--- src/rtl/data_slot_sequencer.sv ---
// Write sequencer for a level-sensitive slot bank: each accepted sample is
// presented with a stable index and data around a single-cycle write strobe.
module data_slot_sequencer #(
  parameter int unsigned SLOTS  = 64,
  parameter int unsigned DATA_W = 11,
  parameter int unsigned IDX_W  = 6,
  parameter int unsigned SETTLE = 2
) (
  input  logic              clk,
  input  logic              rst,
  input  logic [DATA_W-1:0] in_data,
  input  logic              in_valid,
  output logic              in_ready,
  input  logic              frame_start,
  input  logic              clear_err,
  output logic [IDX_W-1:0]  slot_idx,
  output logic [DATA_W-1:0] slot_data,
  output logic              slot_we,
  output logic              frame_done,
  output logic [7:0]        frame_count,
  output logic              frame_err,
  output logic              busy
);

  typedef enum logic [1:0] {
    IDLE,
    SETUP,
    STROBE,
    HOLD
  } state_e;

  localparam logic [3:0]       SETTLE_M1 = (SETTLE == 0) ? 4'd0 : 4'(SETTLE - 1);
  localparam logic [IDX_W-1:0] LAST_IDX  = IDX_W'(SLOTS - 1);

  state_e              state_q, state_d;
  logic [3:0]          cnt_q, cnt_d;
  logic [IDX_W-1:0]    idx_q, idx_d;
  logic [DATA_W-1:0]   data_q, data_d;
  logic                pend_q, pend_d;
  logic                done_q, done_d;
  logic [7:0]          count_q, count_d;
  logic                err_q, err_d;
  logic                exit_w;
  logic                set_err;

  always_ff @(posedge clk or posedge rst) begin
    if (rst) begin
      state_q <= IDLE;
      cnt_q   <= '0;
      idx_q   <= '0;
      data_q  <= '0;
      pend_q  <= 1'b0;
      done_q  <= 1'b0;
      count_q <= '0;
      err_q   <= 1'b0;
    end else begin
      state_q <= state_d;
      cnt_q   <= cnt_d;
      idx_q   <= idx_d;
      data_q  <= data_d;
      pend_q  <= pend_d;
      done_q  <= done_d;
      count_q <= count_d;
      err_q   <= err_d;
    end
  end

  always_comb begin
    state_d = state_q;
    cnt_d   = cnt_q;
    idx_d   = idx_q;
    data_d  = data_q;
    pend_d  = pend_q;
    done_d  = 1'b0;
    count_d = count_q;
    err_d   = err_q;
    exit_w  = 1'b0;
    set_err = 1'b0;

    case (state_q)
      IDLE: begin
        // Restart is applied before any same-cycle transfer, so that sample lands in slot 0.
        if (frame_start) begin
          idx_d = '0;
          if (idx_q != '0) set_err = 1'b1;
        end
        if (in_valid) begin
          data_d  = in_data;
          cnt_d   = SETTLE_M1;
          state_d = (SETTLE == 0) ? STROBE : SETUP;
        end
      end
      SETUP: begin
        if (cnt_q == '0) state_d = STROBE;
        else             cnt_d   = cnt_q - 4'd1;
      end
      STROBE: begin
        if (SETTLE == 0) begin
          exit_w = 1'b1;
        end else begin
          cnt_d   = SETTLE_M1;
          state_d = HOLD;
        end
      end
      HOLD: begin
        if (cnt_q == '0) exit_w = 1'b1;
        else             cnt_d  = cnt_q - 4'd1;
      end
      default: state_d = IDLE;
    endcase

    if ((state_q != IDLE) && frame_start) pend_d = 1'b1;

    // A restart requested mid-write takes effect here, after the strobe at the original index.
    if (exit_w) begin
      state_d = IDLE;
      pend_d  = 1'b0;
      if (idx_q == LAST_IDX) begin
        idx_d   = '0;
        done_d  = 1'b1;
        count_d = count_q + 8'd1;
      end else if (pend_q || frame_start) begin
        idx_d   = '0;
        set_err = 1'b1;
      end else begin
        idx_d = idx_q + IDX_W'(1);
      end
    end

    if (set_err)        err_d = 1'b1;
    else if (clear_err) err_d = 1'b0;
  end

  assign in_ready    = (state_q == IDLE);
  assign slot_we     = (state_q == STROBE);
  assign busy        = (state_q != IDLE);
  assign slot_idx    = idx_q;
  assign slot_data   = data_q;
  assign frame_done  = done_q;
  assign frame_count = count_q;
  assign frame_err   = err_q;

endmodule

--- config.mk ---
export PLATFORM = sky130hd
export DESIGN_NAME = data_slot_sequencer
export DESIGN_NICKNAME = d
export VERILOG_FILES = /design/src/rtl/data_slot_sequencer.sv
export SDC_FILE = /design/constraint.sdc
export NUM_CORES = 1
export LEC_CHECK = 0
export BUFFER_PORTS_ARGS = -buffer_cell sky130_fd_sc_hd__buf_2
export CAP_MARGIN = 10
export CORE_UTILIZATION = 50
export DETAILED_ROUTE_END_ITERATION = 10
export PLACE_DENSITY = 0.77
export SLEW_MARGIN = 10
export SYNTH_ARGS = -nofsm -noshare
export SYNTH_HDL_FRONTEND = slang
export SYNTH_SLANG_ARGS = --single-unit
export TNS_END_PERCENT = 5
--- constraint.sdc ---
create_clock -name clk -period 2.4 [get_ports clk]
set_clock_uncertainty 0.15 [all_clocks]
set_input_delay 0.12 -clock clk [delete_from_list [all_inputs] [get_ports clk]]
set_output_delay 0.12 -clock clk [all_outputs]
set_load 0.05 [all_outputs]
==> results.py, run 1 <==
metrics = {
    "critical_path": {
        "worst-endpoint-arrival_ns": 2.15,
        "worstSetupStartpointType": "register",
        "worst_ep_required_time_ns": 2.52,
        "setup.worst_path.class": "reg2reg",
        "reg2reg_slack_ns": 0.37,
        "worst-path-max-fanout": 7,
        "worst_setup_path_end_kind": "register",
    },
    "sta": {
        "timing.final.crit_share": 0.845,
        "worst_margin_pin_slew_ns": 0.544,
        "finalHoldViolations": 0,
        "final_max_slew_viol_count": 0,
        "setup-violations-final": 0,
        "max_clock_freq_mhz": 493,
        "max_slew_margin": 0.637,
        "setup_tns_ns": 0,
        "clock_period_minus_final_worst_setup_slack_ns": 2.03,
        "grt_setup_unrepaired": "no",
    },
    "detailed_routing": {
        "drt_pre_antenna_iters": 4,
        "post-route-drc-count": 0,
        "detailroute.via_count": 1338,
        "route.detailed.wl_per_inst_um": 14.0,
        "final_antenna_net_count": 0,
        "vias_per_cell": 5.23,
        "wl_final_um": 3570,
        "detailedRoute.firstIterationViolations": 79,
    },
    "synth": {
        "synth_fp_nets": 169,
        "post_synth_instance_area_um2": 1650,
        "count_of_different_cell_masters_after_synthesis": 38,
        "synth_enable_flop_cells": 0,
        "seq_area_frac_synth": 0.515,
        "synth_area_per_cell_um2": 11.5,
        "synthArstFlopShare": 1.00,
        "synth_warnings": 0,
        "number_of_instances_in_the_synthesized_netlist": 144,
        "ys.flop_type": "sky130_fd_sc_hd__dfrtp_1",
        "flip_flop_and_latch_count_after_synthesis": 34,
    },
    "cts": {
        "cts_tree": "yes",
        "clock_buffer_depth": 2,
        "htree_levels": 2,
        "clock_insertion_delay_worst_skew_ns": 0.34,
        "clkSlewWorstSetupHoldPaths_ns": 0.10,
        "numCtsBuffers": 5,
        "tritoncts_num_sinks": 34,
        "clockRootBuffer": "sky130_fd_sc_hd__clkbuf_4",
    },
    "power": {
        "worst_ir_drop_vdd_mv": 0.712,
        "cellPowerDensity_nw_per_um2": 1150,
        "power.leakage_nw": 1.06,
        "design_power_total_mw": 2.46,
    },
    "cells_and_area": {
        "antenna_cells_inserted": 0,
        "design_area_um2": 2140,
        "syn2layout_area_growth_pct": 29.8,
        "design.final.nets": 236,
        "layout-drive-gt1-share": 0.340,
    },
    "floorplan": {
        "num_io_pins": 46,
        "dieWidth_um": 59.5,
        "row_count": 20,
        "core_area_um2": 3100,
        "initial_utilization": 0.532,
        "chipHeight_um": 59.5,
        "dieArea_um2": 3540,
    },
    "worst_hold_path": {
        "worst_hold_path_type": "in2reg",
    },
    "placement": {
        "place_area_um2": 1940,
        "detailedPlacementHpwl_um": 2460,
        "buffer_ports.inserted": 45,
        "gp_congestion": 0.849,
    },
    "global_route": {
        "globalRouteOverflowTotal": 0,
        "maximum_number_of_pins_on_one_net_before_global_route_repair": 35,
        "initial_antenna_violation_count": 0,
        "grt_first_pass_wirelength_um": 5800,
        "grt_usage": 0.229,
        "grt_pass1_vias": 1288,
    },
    "flow_run": {
        "cap_violations": 0,
    },
    "outcome": {
        "outcome": "complete, no violations",
    },
}
## cells by family (layout without fill, tap and decap cells)
logic type,after synthesis,count (layout),share of synthesized area
AND/OR/NAND/NOR,39,39,0.142
flip-flops,34,34,0.515
AO/OA/AOI/OAI,28,28,0.112
multiplexers,14,14,0.0955
buffers and inverters,13,81,0.0295
adder cells (fa/ha/maj),9,9,0.0682
XOR/XNOR,7,7,0.0371
## synthesized netlist by cell type (2+ instances only)
cell                       number  area share
sky130_fd_sc_hd__dfrtp_1       34        0.52
sky130_fd_sc_hd__mux2_2        13       0.089
sky130_fd_sc_hd__inv_1         12       0.027
sky130_fd_sc_hd__ha_1           9       0.068
sky130_fd_sc_hd__nand2_1        9       0.020
sky130_fd_sc_hd__a21oi_1        8       0.024
sky130_fd_sc_hd__nor2_1         8       0.018
sky130_fd_sc_hd__xnor2_1        4       0.021
sky130_fd_sc_hd__nand3_1        3      0.0091
sky130_fd_sc_hd__nand4_1        3       0.011
sky130_fd_sc_hd__nor3_1         3      0.0091
sky130_fd_sc_hd__o21ai_0        3      0.0091
sky130_fd_sc_hd__o21ai_1        3      0.0091
sky130_fd_sc_hd__xor2_1         3       0.016
sky130_fd_sc_hd__nand2b_1       2      0.0076
sky130_fd_sc_hd__nor3b_1        2      0.0091
sky130_fd_sc_hd__o22ai_1        2      0.0076
sky130_fd_sc_hd__o31ai_1        2      0.0091
sky130_fd_sc_hd__or3_1          2      0.0076
## final timing paths
kind	endpoint	cells past startpoint	from
min in group asynchronous	slot_data[4]$_DFFE_PP0P_	4	rst
max reg2reg	frame_count[5]$_DFFE_PP0P_	6	cnt_q[0]$_DFFE_PP0P_
max	frame_count[5]$_DFFE_PP0P_	6	cnt_q[0]$_DFFE_PP0P_
max in group asynchronous	slot_idx[1]$_DFFE_PP0P_	4	rst
min	cnt_q[3]$_DFFE_PP0P_	3	in_valid
min reg2reg	frame_count[7]$_DFFE_PP0P_	1	frame_count[7]$_DFFE_PP0P_
## sequential cells by signal, indices dropped and copies added, names as in the netlist
| signal | flops |
|---|---|
| slot_idx | 6 |
| cnt_q | 4 |
| frame_err | 1 |
| pend_q | 1 |
| frame_done | 1 |
| frame_count | 8 |
| state_q | 2 |
| slot_data | 11 |
## what timing repair did
action / CTS / global route
hold buffers: 14 / 0
resized for setup: 0 / 0
hold endpoints to repair: 47 / 0
buffers inserted: 0 / 0
## through the flow
stage / std cells / hold WS [ns] / worst slack [ns] / utilization
final: 256 / 0.0689 / 0.372 / 0.691
after global routing: 256 / 0.101 / 0.259 / 0.691
after CTS: 256 / 0.0609 / 0.354 / 0.691
after detailed placement: 234 / 0.0854 / 0.382 / 0.626
after global placement: 234 / 0.0718 / 0.445 / 0.626
after floorplan: 144 / 0.0792 / 0.294 / -
## cells in the final DEF, fill, tap and decap left out, types with 2 or more instances in the layout
master,n
sky130_fd_sc_hd__buf_2,45
sky130_fd_sc_hd__nor2_1,8
sky130_fd_sc_hd__nand2_1,9
sky130_fd_sc_hd__clkbuf_4,5
sky130_fd_sc_hd__buf_4,2
sky130_fd_sc_hd__o31ai_1,2
sky130_fd_sc_hd__a21oi_1,8
sky130_fd_sc_hd__dfrtp_1,34
sky130_fd_sc_hd__nand2b_1,2
sky130_fd_sc_hd__o21ai_0,3
sky130_fd_sc_hd__ha_1,9
sky130_fd_sc_hd__xnor2_1,4
sky130_fd_sc_hd__o22ai_1,2
sky130_fd_sc_hd__dlygate4sd3_1,14
sky130_fd_sc_hd__nor3_1,3
sky130_fd_sc_hd__xor2_1,3
sky130_fd_sc_hd__inv_1,12
sky130_fd_sc_hd__nand4_1,3
sky130_fd_sc_hd__nor3b_1,2
sky130_fd_sc_hd__o21ai_1,3
sky130_fd_sc_hd__mux2_2,13
sky130_fd_sc_hd__nand3_1,3
sky130_fd_sc_hd__or3_1,2
## critical path, cell delays in order, from the launching register on
cell and delay (ns):
sky130_fd_sc_hd__dfrtp_1 0.39, sky130_fd_sc_hd__inv_1 0.10, sky130_fd_sc_hd__ha_1 0.27, sky130_fd_sc_hd__nand4bb_4 0.18
sky130_fd_sc_hd__or4_4 0.57, sky130_fd_sc_hd__nor2_1 0.14, sky130_fd_sc_hd__xor2_1 0.15
## report_power, final
part,internal (mW),switching (mW)
Sequential,0.732,0.116
Combinational,0.411,0.879
Clock,0.142,0.184
## per-layer routing
layer,share of wire,global-route usage,wire (um)
met1,0.44,0.280,1560
met2,0.50,0.369,1790
met3,0.040,0.0764,142
met4,0.024,0.0952,84
met5,0,0,0
## cell type report
cell class                      instances  area [um2]
Fill cell                             268         960
Sequential cell                        34         851
Multi-Input combinational cell         97         752
Timing Repair Buffer                   61         380
Clock buffer                            7        55.1
Tap cell                               44        55.1
Inverter                               12        45.0
Clock inverter                          1        5.00
No activity file was read; power rests on OpenSTA's default activity.
==> run 2, diff against run 1 <==
==> constraint.sdc (replaced) <==
create_clock -name clk -period 1.9 [get_ports clk]
set_clock_uncertainty 0.15 [all_clocks]
set_input_delay 0.095 -clock clk [delete_from_list [all_inputs] [get_ports clk]]
set_output_delay 0.095 -clock clk [all_outputs]
set_load 0.05 [all_outputs]
==> run 2 against run 1 <==
  * Sequential power rose by 25%
  * First-iteration DRC count rose by 1.3%
  * Utilization rose by 5.5 points
  * Non-clock buffer count rose by 7
  * Global-route usage rose by 0.77 points
  * Critical endpoint is now slot_idx[5]$_DFFE_PP0P_
  * Maximum frequency rose by 8.1%
  * Design area rose by 7.9%
  * Highest routed layer unchanged
  * Wire length rose by 7.4%
  * Sequential cell count did not move
  * Sequential share of layout area fell by 2.6 points
==> results.py, run 2 (synthesis gave the netlist of run 1 again) <==
metrics = {
    "global_route": {
        "maximum_number_of_pins_on_one_net_before_global_route_repair": 35,
        "grt_first_pass_wirelength_um": 6050,
        "global_route.usage.met2": 0.403,
        "initial_antenna_violation_count": 0,
        "grt.met3_usage": 0.0502,
        "globalRouteOverflowTotal": 0,
        "grt_most_used_layer": "met2",
        "grt_usage": 0.236,
        "grt_pass1_vias": 1352,
        "use_met1": 0.279,
    },
    "critical_path": {
        "worst_setup_path_endpoint": "slot_idx[5]$_DFFE_PP0P_",
        "rr_worst_depth": 5,
        "reg2reg_slack_ns": 0.02,
        "worstReg2RegEnd": "slot_idx[5]$_DFFE_PP0P_",
        "worst_ep_required_time_ns": 2.01,
        "critical_path.startpoint": "slot_idx[0]$_DFFE_PP0P_",
        "worst-path-max-fanout": 5,
        "worst-endpoint-arrival_ns": 1.99,
        "worstSetupStartpointType": "register",
        "reg2reg_from": "slot_idx[0]$_DFFE_PP0P_",
        "worst_setup_path_end_kind": "register",
        "setup.worst_path.class": "reg2reg",
    },
    "detailed_routing": {
        "drt_pre_antenna_iters": 4,
        "post-route-drc-count": 0,
        "detailedRoute.firstIterationViolations": 80,
        "wl_final_um": 3840,
        "detailroute.via_count": 1441,
        "final_antenna_net_count": 0,
        "route.detailed.wl_per_inst_um": 14.6,
        "vias_per_cell": 5.48,
    },
    "power": {
        "p_clk_frac": 0.190,
        "cell_internal_pwr_mw": 1.96,
        "p_switching_mw": 1.58,
        "worst_ir_drop_vdd_mv": 1.30,
        "p_seq_frac": 0.298,
        "cellPowerDensity_nw_per_um2": 1530,
        "power.leakage_nw": 1.10,
        "power.share.switching": 0.446,
        "comb_power_share": 0.512,
    },
    "placement": {
        "place.detailed.instances": 241,
        "detailedPlacementHpwl_um": 2560,
        "buffer_ports.inserted": 45,
        "gp_congestion": 0.820,
        "pre_cts_ws_ns": -0.0554,
    },
    "sta": {
        "worst_hold_slack_ns": 0.0957,
        "finalHoldViolations": 0,
        "max_slew_margin": 0.726,
        "final_max_slew_viol_count": 0,
        "setup-violations-final": 0,
        "setup_tns_ns": 0,
        "grt_setup_unrepaired": "yes",
        "worst_slack_ns": 0.0234,
        "max_clock_freq_mhz": 533,
        "clock_period_minus_final_worst_setup_slack_ns": 1.88,
        "worst_margin_pin_slew_ns": 0.411,
        "timing.final.crit_share": 0.988,
    },
    "cts": {
        "clockRootBuffer": "sky130_fd_sc_hd__clkbuf_4",
        "tritoncts_num_sinks": 34,
        "clkSlewWorstSetupHoldPaths_ns": 0.10,
        "htree_levels": 2,
        "setup_repair_bufs_after_cts": 0,
        "cts_tree": "yes",
        "clock_insertion_delay_worst_skew_ns": 0.35,
        "clock_buffer_depth": 2,
        "numCtsBuffers": 5,
    },
    "cells_and_area": {
        "largest_register_ff_count": 11,
        "antenna_cells_inserted": 0,
        "syn2layout_area_growth_pct": 40.1,
        "layout.cells.most_common": "sky130_fd_sc_hd__buf_2",
        "finish.cell_count_without_fillers": 263,
        "layout-drive-gt1-share": 0.429,
        "layout.cells.most_common_list": "45 x sky130_fd_sc_hd__buf_2, 29 x sky130_fd_sc_hd__dfrtp_1, 14 x sky130_fd_sc_hd__dlygate4sd3_1",
        "fin_util": 0.746,
        "design.final.nets": 243,
    },
    "flow_run": {
        "cap_violations": 0,
    },
    "outcome": {
        "outcome": "complete, no violations",
    },
    "floorplan": {
        "core_area_um2": 3100,
        "chipHeight_um": 59.5,
        "initial_utilization": 0.532,
        "num_io_pins": 46,
        "dieWidth_um": 59.5,
        "row_count": 20,
        "dieArea_um2": 3540,
    },
    "worst_hold_path": {
        "hold_path.startpoint": "in_valid",
        "worst_hold_path_type": "in2reg",
    },
}
-- run 2: cell types whose count changed in the layout (fill, tap and decap cells not counted), moves of 2 or more --
cell | previous run | this run
sky130_fd_sc_hd__dfrtp_1 | 34 | 29
sky130_fd_sc_hd__nor2_2 | 0 | 2
sky130_fd_sc_hd__buf_4 | 2 | 9
sky130_fd_sc_hd__bufinv_16 | 0 | 2
sky130_fd_sc_hd__ha_1 | 9 | 5
sky130_fd_sc_hd__dfrtp_2 | 0 | 5
sky130_fd_sc_hd__ha_4 | 0 | 3
sky130_fd_sc_hd__nor2_1 | 8 | 6
-- run 2: what timing repair did --
item	4_1_cts	5_1_grt
gates resized for setup	6	3
endpoints found under the setup margin	7	18
hold endpoints to repair	47	0
pin swaps	0	1
cloned	0	0
hold buffers	14	0
-- run 2: power by group through the flow --
| stage | clock network [mW] | logic, mW | registers (mW) |
|---|---|---|---|
| floorplan | 0 | 0.767 | 1.56 |
| global placement | 0 | 1.66 | 1.05 |
| detailed placement | 0 | 1.71 | 1.06 |
| CTS | 0.675 | 1.76 | 1.05 |
| global route | 0.704 | 1.94 | 1.08 |
| finish | 0.672 | 1.81 | 1.06 |
-- run 2: routing by layer --
metal,part of all wire,vias up,wire (um)
li1,-,666,-
met1,0.40,722,1530
met2,0.53,44,2040
met3,0.045,9,172
met4,0.024,0,94
met5,0,-,0
-- run 2: cell type report --
cell class | instances | area (um2)
sequential | 34 | 857
multi-input combinational | 97 | 817
fill | 229 | 790
timing repair buffer | 68 | 433
clock inverter | 3 | 68.8
tap | 44 | 55.1
inverter | 12 | 45.0
clock buffer | 5 | 37.5
-- run 2: critical path, stage by stage (launching register included) --
cell                        delay (ns)
sky130_fd_sc_hd__dfrtp_2          0.45
sky130_fd_sc_hd__ha_4             0.18
sky130_fd_sc_hd__and4_1           0.24
sky130_fd_sc_hd__a2111oi_4        0.47
sky130_fd_sc_hd__o21ai_1          0.12
sky130_fd_sc_hd__a31oi_1          0.19
-- run 2: through the flow --
stage                     power [mW]  area, um2
after CTS                       3.49       2300
after global placement          2.70       2030
after global routing            3.72       2310
after detailed placement        2.77       2030
final                           3.54       2310
after floorplan                 2.33       1690
-- run 2: worst min path at each step --
stage                                     to  slack (ns)  cells after the start
finish                  cnt_q[3]$_DFFE_PP0P_         0.1                      4
global route            cnt_q[3]$_DFFE_PP0P_        0.13                      4
CTS                     cnt_q[3]$_DFFE_PP0P_        0.06                      4
detailed placement  slot_data[0]$_DFFE_PP0P_        0.06                      3
global placement    slot_data[1]$_DFFE_PP0P_        0.05                      3
floorplan              frame_err$_DFFE_PP0P_        0.05                      1
==> run 3, diff against run 2 <==
--- a/config.mk
+++ b/config.mk
@@ -6,10 +6,13 @@
 export NUM_CORES = 1
 export LEC_CHECK = 0
 export BUFFER_PORTS_ARGS = -buffer_cell sky130_fd_sc_hd__buf_2
-export CAP_MARGIN = 10
-export CORE_UTILIZATION = 50
+export CAP_MARGIN = 40
+export CELL_PAD_IN_SITES_DETAIL_PLACEMENT = 1
+export CELL_PAD_IN_SITES_GLOBAL_PLACEMENT = 2
+export CORE_UTILIZATION = 32
 export DETAILED_ROUTE_END_ITERATION = 10
-export PLACE_DENSITY = 0.77
+export PLACE_DENSITY_LB_ADDON = 0.1
+export SKIP_LAST_GASP = 1
 export SLEW_MARGIN = 10
 export SYNTH_ARGS = -nofsm -noshare
 export SYNTH_HDL_FRONTEND = slang
==> run 3 against run 2 <==
  * Global-route usage decreased by 6.9 points
  * Worst hold slack lost 0.082 ns
  * Sequential share of layout area shrank 1.3 points
  * Count of clock-buffer cells in the layout rose by 1
  * Critical path type unchanged
  * Critical endpoint is now cnt_q[0]$_DFFE_PP0P_
  * Largest cell class unchanged
==> results.py, run 3 (synthesis gave the netlist of run 1 again) <==
metrics = {
    "power": {
        "worst_ir_drop_vdd_mv": 0.696,
        "design_power_total_mw": 3.53,
        "power.leakage_nw": 1.14,
        "cellPowerDensity_nw_per_um2": 1470,
    },
    "sta": {
        "worst_slack_ns": 0.0323,
        "grt_setup_unrepaired": "yes",
        "setup_tns_ns": 0,
        "worst_hold_slack_ns": 0.0134,
        "max_clock_freq_mhz": 535,
        "finalHoldViolations": 0,
        "clock_period_minus_final_worst_setup_slack_ns": 1.87,
        "final_max_slew_viol_count": 0,
        "timing.final.crit_share": 0.983,
        "setup-violations-final": 0,
        "max_slew_margin": 0.592,
        "worst_margin_pin_slew_ns": 0.611,
    },
    "cts": {
        "clock_insertion_delay_worst_skew_ns": 0.28,
        "tritoncts_num_sinks": 34,
        "clkSlewWorstSetupHoldPaths_ns": 0.07,
        "numCtsBuffers": 5,
        "htree_levels": 2,
        "clockRootBuffer": "sky130_fd_sc_hd__clkbuf_8",
        "clock_buffer_depth": 2,
        "cts_tree": "yes",
    },
    "critical_path": {
        "worst-endpoint-arrival_ns": 1.88,
        "reg2reg_from": "state_q[0]$_DFFE_PP0P_",
        "rr_worst_depth": 8,
        "setup.worst_path.class": "reg2reg",
        "worstSetupStartpointType": "register",
        "critical_path.startpoint": "state_q[0]$_DFFE_PP0P_",
        "worst_setup_path_end_kind": "register",
        "worst-path-max-fanout": 7,
        "worst_ep_required_time_ns": 1.92,
        "reg2reg_slack_ns": 0.03,
    },
    "placement": {
        "pre_cts_ws_ns": -0.0659,
        "gp_congestion": 0.789,
        "buffer_ports.inserted": 45,
        "detailedPlacementHpwl_um": 3060,
    },
    "floorplan": {
        "row_count": 25,
        "initial_utilization": 0.341,
        "core_area_um2": 4850,
        "chipHeight_um": 73.8,
        "num_io_pins": 46,
        "dieWidth_um": 73.8,
        "dieArea_um2": 5450,
    },
    "cells_and_area": {
        "layout.cells.most_common": "sky130_fd_sc_hd__buf_2",
        "multi_input_comb_area_um2": 807,
        "fin_util": 0.495,
        "fill_cells": 556,
        "layout-drive-gt1-share": 0.447,
        "largest_register_ff_count": 11,
        "antenna_cells_inserted": 0,
        "syn2layout_area_growth_pct": 45.2,
        "layout.cells.most_common_list": "45 x sky130_fd_sc_hd__buf_2, 29 x sky130_fd_sc_hd__dfrtp_1, 18 x sky130_fd_sc_hd__buf_4",
        "design.final.nets": 252,
        "sequential_cell_area_um2": 857,
    },
    "global_route": {
        "maximum_number_of_pins_on_one_net_before_global_route_repair": 22,
        "initial_antenna_violation_count": 0,
        "grt_usage": 0.168,
        "grt_first_pass_wirelength_um": 6860,
        "grt_pass1_vias": 1493,
        "globalRouteOverflowTotal": 0,
    },
    "worst_hold_path": {
        "hold_path.startpoint": "frame_start",
        "hold_depth": 3,
        "worst_hold_path_type": "in2reg",
    },
    "outcome": {
        "outcome": "complete, no violations",
    },
    "detailed_routing": {
        "final_antenna_net_count": 0,
        "detailroute.via_count": 1428,
        "detailedRoute.firstIterationViolations": 41,
        "drt_pre_antenna_iters": 2,
        "route.detailed.wl_per_inst_um": 14.4,
        "vias_per_cell": 4.84,
        "wl_final_um": 4250,
        "post-route-drc-count": 0,
    },
    "flow_run": {
        "cap_violations": 0,
    },
}
-- run 3: changes by cell type in the layout (fill, tap and decap cells not counted), moves of 2 or more --
cell / delta
sky130_fd_sc_hd__clkbuf_8: +6
sky130_fd_sc_hd__bufinv_16: -2
sky130_fd_sc_hd__buf_4: +9
sky130_fd_sc_hd__clkbuf_4: -5
-- run 3: area by class of cell --
cell class	count	share of cell area
flip-flops and latches	34	0.357
inverters	12	0.0188
multi-input cells	97	0.336
repair buffers	77	0.213
well taps	67	0.0350
clock buffers	6	0.0344
clock inverters	2	0.00522
-- run 3: per-stage QoR --
stage / area (um2) / instances
floorplan: 1690 / 144
global placement: 2120 / 271
detailed placement: 2120 / 271
CTS: 2360 / 292
global route: 2400 / 295
finish: 2400 / 295
-- run 3: worst max-delay path, cell delays in order (launching register included) --
cell and delay [ns]:
sky130_fd_sc_hd__dfrtp_1 0.39, sky130_fd_sc_hd__ha_1 0.25, sky130_fd_sc_hd__buf_4 0.15, sky130_fd_sc_hd__nor2_1 0.17, sky130_fd_sc_hd__buf_4 0.19, sky130_fd_sc_hd__o31ai_2 0.07, sky130_fd_sc_hd__buf_4 0.15, sky130_fd_sc_hd__nor3_1 0.15
sky130_fd_sc_hd__a21oi_1 0.08
-- run 3: what timing repair did --
item	4_1_cts	5_1_grt
hold buffers	13	0
gates cloned	0	0
pin swaps	1	2
resized for setup	3	3
setup endpoints to repair	6	25
endpoints found under the hold margin	25	0
setup buffers	0	3
-- run 3: worst paths after layout --
path | end
setup / recovery | cnt_q[0]$_DFFE_PP0P_
setup reg to reg | cnt_q[0]$_DFFE_PP0P_
hold reg to reg | frame_count[7]$_DFFE_PP0P_
max in group asynchronous | frame_count[3]$_DFFE_PP0P_
min in group asynchronous | slot_data[0]$_DFFE_PP0P_
hold / removal | pend_q$_DFFE_PP0P_
-- run 3: layer usage --
metal	global-route usage	wire, um
met5	0	0
met4	0.0598	48
met3	0.0343	119
met2	0.315	2370
met1	0.185	1710
-- run 3: report_power, final --
group	switching, mW	internal, mW	total [mW]
Combinational	1.21	0.700	1.91
Clock	0.271	0.291	0.562
Sequential	0.126	0.928	1.05
Total	1.61	1.92	3.53
